[src/rtl/dmem_arbiter.sv]
// dmem_arbiter: shares the single-port data memory between the pipeline M stage
// (port P) and a loader/debug master (port L).
// Grants are combinational, so one access reaches the memory each cycle. Read data
// is registered for the port that won. The M stage is stalled whenever it is refused.
// The loader can take burst ownership with l_lock. That ownership is bounded by
// MAX_BURST grants. L is also protected from starvation by STARVE_LIMIT.
// Optional feature macro: DMEM_ARB_STATS_EN adds the stat_conflict and stat_lburst
// counters. The default build leaves the macro undefined.

module dmem_arbiter #(
  parameter int AW           = 32,
  parameter int DW           = 32,
  parameter int STARVE_LIMIT = 4,   // 1..15
  parameter int MAX_BURST    = 8    // 2..255
) (
  input  logic          clk,
  input  logic          rst,
  // M-stage port
  input  logic          p_req,
  input  logic          p_we,
  input  logic [AW-1:0] p_addr,
  input  logic [DW-1:0] p_wdata,
  output logic          p_gnt,
  output logic [DW-1:0] p_rdata,
  output logic          p_rvalid,
  output logic          stall_M,
  // loader / debug port
  input  logic          l_req,
  input  logic          l_we,
  input  logic          l_lock,
  input  logic [AW-1:0] l_addr,
  input  logic [DW-1:0] l_wdata,
  output logic          l_gnt,
  output logic [DW-1:0] l_rdata,
  output logic          l_rvalid,
  // data memory side
  output logic          mem_we,
  output logic [AW-1:0] mem_addr,
  output logic [DW-1:0] mem_wdata,
  input  logic [DW-1:0] mem_rdata
`ifdef DMEM_ARB_STATS_EN
  ,
  output logic [15:0]   stat_conflict,
  output logic [15:0]   stat_lburst
`endif
);

  localparam int SW = 4;  // starvation counter width, holds up to 15
  localparam int BW = 8;  // burst counter width, holds up to 255

  localparam logic [SW-1:0] STARVE_MAX = SW'(STARVE_LIMIT);
  localparam logic [BW-1:0] BURST_LAST = BW'(MAX_BURST - 1);

  typedef enum logic [0:0] {
    ARB    = 1'b0,
    LBURST = 1'b1
  } state_t;

  state_t        state_r;
  logic [SW-1:0] starve_r;
  logic [BW-1:0] burst_r;
  logic          p_gnt_s;
  logic          l_gnt_s;

  // Grant decision: L owns the memory in LBURST. In ARB, P wins unless L has starved.
  always_comb begin
    p_gnt_s = 1'b0;
    l_gnt_s = 1'b0;
    if (rst) begin
      p_gnt_s = 1'b0;
      l_gnt_s = 1'b0;
    end else begin
      case (state_r)
        ARB: begin
          if (p_req) begin
            if (l_req && (starve_r == STARVE_MAX)) begin
              l_gnt_s = 1'b1;
            end else begin
              p_gnt_s = 1'b1;
            end
          end else if (l_req) begin
            l_gnt_s = 1'b1;
          end else begin
            p_gnt_s = 1'b0;
            l_gnt_s = 1'b0;
          end
        end
        LBURST: begin
          if (l_req) begin
            l_gnt_s = 1'b1;
          end else begin
            l_gnt_s = 1'b0;
          end
        end
        default: begin
          p_gnt_s = 1'b0;
          l_gnt_s = 1'b0;
        end
      endcase
    end
  end

  // Memory-side mux: route the winner's address and data, and default to P when idle.
  always_comb begin
    mem_addr  = p_addr;
    mem_wdata = p_wdata;
    if (l_gnt_s) begin
      mem_addr  = l_addr;
      mem_wdata = l_wdata;
    end else begin
      mem_addr  = p_addr;
      mem_wdata = p_wdata;
    end
  end

  assign mem_we  = (p_gnt_s & p_we) | (l_gnt_s & l_we);
  assign p_gnt   = p_gnt_s;
  assign l_gnt   = l_gnt_s;
  assign stall_M = p_req & ~p_gnt_s;

  // Arbitration FSM with its burst-length and starvation counters.
  always_ff @(posedge clk) begin
    if (rst) begin
      state_r  <= ARB;
      burst_r  <= {BW{1'b0}};
      starve_r <= {SW{1'b0}};
    end else begin
      // A refused L request ages; a grant or a dropped request clears the age.
      if (l_req && !l_gnt_s) begin
        if (starve_r != STARVE_MAX) begin
          starve_r <= starve_r + 1'b1;
        end else begin
          starve_r <= starve_r;
        end
      end else begin
        starve_r <= {SW{1'b0}};
      end

      case (state_r)
        ARB: begin
          if (l_gnt_s && l_lock) begin
            state_r <= LBURST;
            burst_r <= {{(BW-1){1'b0}}, 1'b1};
          end else begin
            state_r <= ARB;
            burst_r <= {BW{1'b0}};
          end
        end
        LBURST: begin
          if (!l_req) begin
            state_r <= ARB;
            burst_r <= {BW{1'b0}};
          end else if (l_gnt_s) begin
            // The burst ends on the grant that releases the lock or that hits the length cap.
            if (!l_lock || (burst_r == BURST_LAST)) begin
              state_r <= ARB;
              burst_r <= {BW{1'b0}};
            end else begin
              state_r <= LBURST;
              burst_r <= burst_r + 1'b1;
            end
          end else begin
            state_r <= LBURST;
            burst_r <= burst_r;
          end
        end
        default: begin
          state_r <= ARB;
          burst_r <= {BW{1'b0}};
        end
      endcase
    end
  end

  // Read-data capture: the winner's read data is registered and flagged valid for one cycle.
  always_ff @(posedge clk) begin
    if (rst) begin
      p_rvalid <= 1'b0;
      l_rvalid <= 1'b0;
      p_rdata  <= {DW{1'b0}};
      l_rdata  <= {DW{1'b0}};
    end else begin
      p_rvalid <= p_gnt_s & ~p_we;
      l_rvalid <= l_gnt_s & ~l_we;
      if (p_gnt_s && !p_we) begin
        p_rdata <= mem_rdata;
      end else begin
        p_rdata <= p_rdata;
      end
      if (l_gnt_s && !l_we) begin
        l_rdata <= mem_rdata;
      end else begin
        l_rdata <= l_rdata;
      end
    end
  end

`ifdef DMEM_ARB_STATS_EN
  // Saturating statistics: cycles where both ports request, and entries into LBURST.
  always_ff @(posedge clk) begin
    if (rst) begin
      stat_conflict <= 16'd0;
      stat_lburst   <= 16'd0;
    end else begin
      if (p_req && l_req && (stat_conflict != 16'hFFFF)) begin
        stat_conflict <= stat_conflict + 16'd1;
      end else begin
        stat_conflict <= stat_conflict;
      end
      if ((state_r == ARB) && l_gnt_s && l_lock && (stat_lburst != 16'hFFFF)) begin
        stat_lburst <= stat_lburst + 16'd1;
      end else begin
        stat_lburst <= stat_lburst;
      end
    end
  end
`endif

endmodule

[config.mk]
export PLATFORM = sky130hd
export DESIGN_NAME = dmem_arbiter
export DESIGN_NICKNAME = d
export VERILOG_FILES = /design/src/rtl/dmem_arbiter.sv
export SDC_FILE = /design/constraint.sdc
export NUM_CORES = 1
export LEC_CHECK = 0
export ABC_AREA = 1
export CAP_MARGIN = 20
export CORE_MARGIN = 5
export CORE_UTILIZATION = 35
export DETAILED_ROUTE_END_ITERATION = 16
export PLACE_DENSITY_LB_ADDON = 0.3
export SLEW_MARGIN = 30
export SYNTH_ARGS = -nofsm -noshare
export SYNTH_HDL_FRONTEND = slang
export SYNTH_SLANG_ARGS = --single-unit
[constraint.sdc]
create_clock -name clk -period 2.3 [get_ports clk]
set_input_delay 0.46 -clock clk [delete_from_list [all_inputs] [get_ports clk]]
set_output_delay 0.46 -clock clk [all_outputs]
set_load 0.03 [all_outputs]
==> metrics.yaml <==
end_kind: "output pin"
dr.first_iter.drc_count: 422
grt_max_degree: 53
irDropWorstVdd_uv: 559
worst-setup-path-type: "reg2out"
syn-num-nets: 835
yosysWarnings: 0
grt_usage_pct: 22.4
n_antenna_cell: 0
area_delta_synth_final_pct: 91.9
synth_area_leader_cell: "dfxtp_1"
run_status: "finished clean"
final_antenna_net_count: 0
numCtsBuffers: 9
avgRoutedWirePerCell_um: 15.5
grt-ovfl-total: 0
drive_above_1_share_pct: 13.7
row_count: 39
endpoint: "mem_wdata[8]"
coreArea_sq_mm: 0.0115
dieArea_sq_mm: 0.0140
synth-adder-area-share_pct: 0.917
clock_path_buffers: 2
ctsRootBufferMaster: "clkbuf_16"
wl_met3_um: 1610
synthCells: 665
path_common_cell: "nand2_1"
worst_slack_ns: 0.0298
synth_seq_area_share_pct: 38.6
async_flop_share_pct: 0
holdBufCountCts: 0
yosys.area_share.simple_pct: 48.4
synth_edf_count: 0
grt_pass1_vias: 5078
worst_pin_slew_ns: 0.385
wl_met2_um: 8550
synth_top_area_share_pct: 38.6
synth_top_family_by_area: "simple AND/OR/NAND/NOR gates"
finalClockSkew_ns: 0.00614
rr_worst_depth: 12
io_pins: 301
highest_layer: "met4"
syn_area_per_cell_sq_um: 6.16
power_density_mw_per_mm2: 522
synth_compound_area_share_pct: 0.886
portBuffers: 300
crit_slowest_cell: "dfxtp_2"
viasPerCell: 4.64
grt_pass1_wl_um: 25600
htree_levels: 3
slew_headroom_pct: 74.2
utilization_pct: 68.5
hold_class: "reg2reg"
fin_crit_sh_pct: 98.7
arrival_ns: 1.81
synth.most_common_cell: "nand2_1"
die_w_um: 118
gp_congestion: 0.917
synthTopCellsByCount: "nand2_1 (306), nor2_1 (82), dfxtp_1 (79), inv_1 (52), nand3_1 (46)"
fmax_mhz: 440
synth_flop_cell: "dfxtp_1"
start_kind: "flop"
crit_start: "starve_r[0]"
tns_ns: 0
clk_latency_ns: 0.33
fin_hold_ws_ns: 0.440
period_minus_slack_ns: 2.27
synth_xor_area_share_pct: 0.428
cts.sinks: 79
post_dp_cell_area_sq_mm: 0.00711
final_area_sq_mm: 0.00786
dp_slack_ns: -0.0752
crit_path_max_incr_delay_ns: 0.34
timing.rr.end: "l_rdata[8]"
antenna_found_initial: 0
required_ns: 1.84
routed_wl_um: 17300
synthTopCellsByArea: "dfxtp_1 (39%), nand2_1 (28%), nor2_1 (7.5%)"
worstReg2RegStart: "starve_r[0]"
crit_fanout: 7
cap_violations: 0
dp_hpwl_um: 12200
fillerInstances: 984
muxShareOfSynthArea_pct: 0
crit_chain: "inv_1, ha_2, nand3_4, nand2_4, nand2_8, buf_8, clkbuf_16, nand2_1, nand2_1, buf_6"
power.leakage_uw: 0.00385
synth.distinct_cells: 26
drt-pass1-iter-count: 4
m1WireLength_um: 6670
r2r_slack_ns: 0.46
cts_tree: "yes"
ys_ff_latch: 79
die_y_um: 118
hold_viol: 0
nets: 1138
drc_errors: 0
via_count: 5182
initial_core_util_pct: 35.7
netlist_area_sq_mm: 0.00410
clkTransAtPathRegs_ns: 0.06
slew_viol_final: 0
setup_viol: 0
-- power by group --
part,internal [uW],switching [uW]
Combinational,628,650
Sequential,1420,28.3
Clock,796,576
Total,2850,1260
-- cell usage in the layout (no fill, tap or decap), drive strengths merged, types with 4 or more instances in the layout --
cell type      instances
a21oi                  4
dfxtp                 79
nand3                 48
clkdlybuf4s50        229
nor2                  83
nand4                 33
inv                   56
buf                   95
nand2                309
clkbuf                16
-- metal layers --
layer | vias up | track usage [%]
li1 | 2657 | -
met1 | 2284 | 25.6
met2 | 208 | 39.1
met3 | 33 | 7.45
met4 | 0 | 8.17
met5 | - | 0
-- worst max-delay path, delay by kind of cell, from the launching register on --
kind,cells,cell delay [ns]
buffers and inverters,4,0.52
AND/OR/NAND/NOR,5,0.43
flip-flops,1,0.34
adder cells (fa/ha/maj),1,0.20
-- how the worst min path moves through the flow --
stage                      from           to  slack [ns]  cells past startpoint
floorplan           starve_r[0]  starve_r[0]        0.43                      1
global placement    starve_r[0]  starve_r[0]        0.45                      1
detailed placement  starve_r[0]  starve_r[0]        0.45                      1
CTS                 starve_r[0]  starve_r[0]        0.43                      1
global route        starve_r[0]  starve_r[0]        0.44                      1
finish              starve_r[0]  starve_r[0]        0.44                      1
-- registers in the layout (all words and copies together) (netlist names) --
register / flops
starve_r: 4
l_rvalid: 1
l_rdata: 32
p_rvalid: 1
burst_r: 8
state_r: 1
p_rdata: 32
-- what timing repair did --
action                                  4_1_cts  5_1_grt
pin swaps                                     6        7
gates resized for setup                      50       15
cloned                                        2        6
buffers inserted                              4        2
endpoints found under the setup margin       61       65
-- layout make-up --
class	count	area (sq um)	area share, %
timing repair buffer	332	3460	44.1
multi-input combinational	490	2120	27.0
clock buffer	11	253	3.22
sequential	79	1580	20.2
inverter	56	218	2.77
clock inverter	5	40.0	0.509
tap	143	179	2.28
-- cells by family (layout without fill, tap and decap cells) --
kind of cell,count (synthesis),in the layout
flip-flops,79,79
XOR/XNOR,2,2
buffers and inverters,96,404
AND/OR/NAND/NOR,478,478
AO/OA/AOI/OAI,7,7
adder cells (fa/ha/maj),3,3
-- stage by stage --
| step | std cells | total power [uW] |
|---|---|---|
| 2_1_floorplan | 665 | 2030 |
| 3_3_place_gp | 1087 | 2650 |
| 3_5_place_dp | 1087 | 2660 |
| 4_1_cts | 1108 | 4100 |
| 5_1_grt | 1116 | 4270 |
| 6_report | 1116 | 4100 |
No activity file was read; power rests on OpenSTA's default activity.
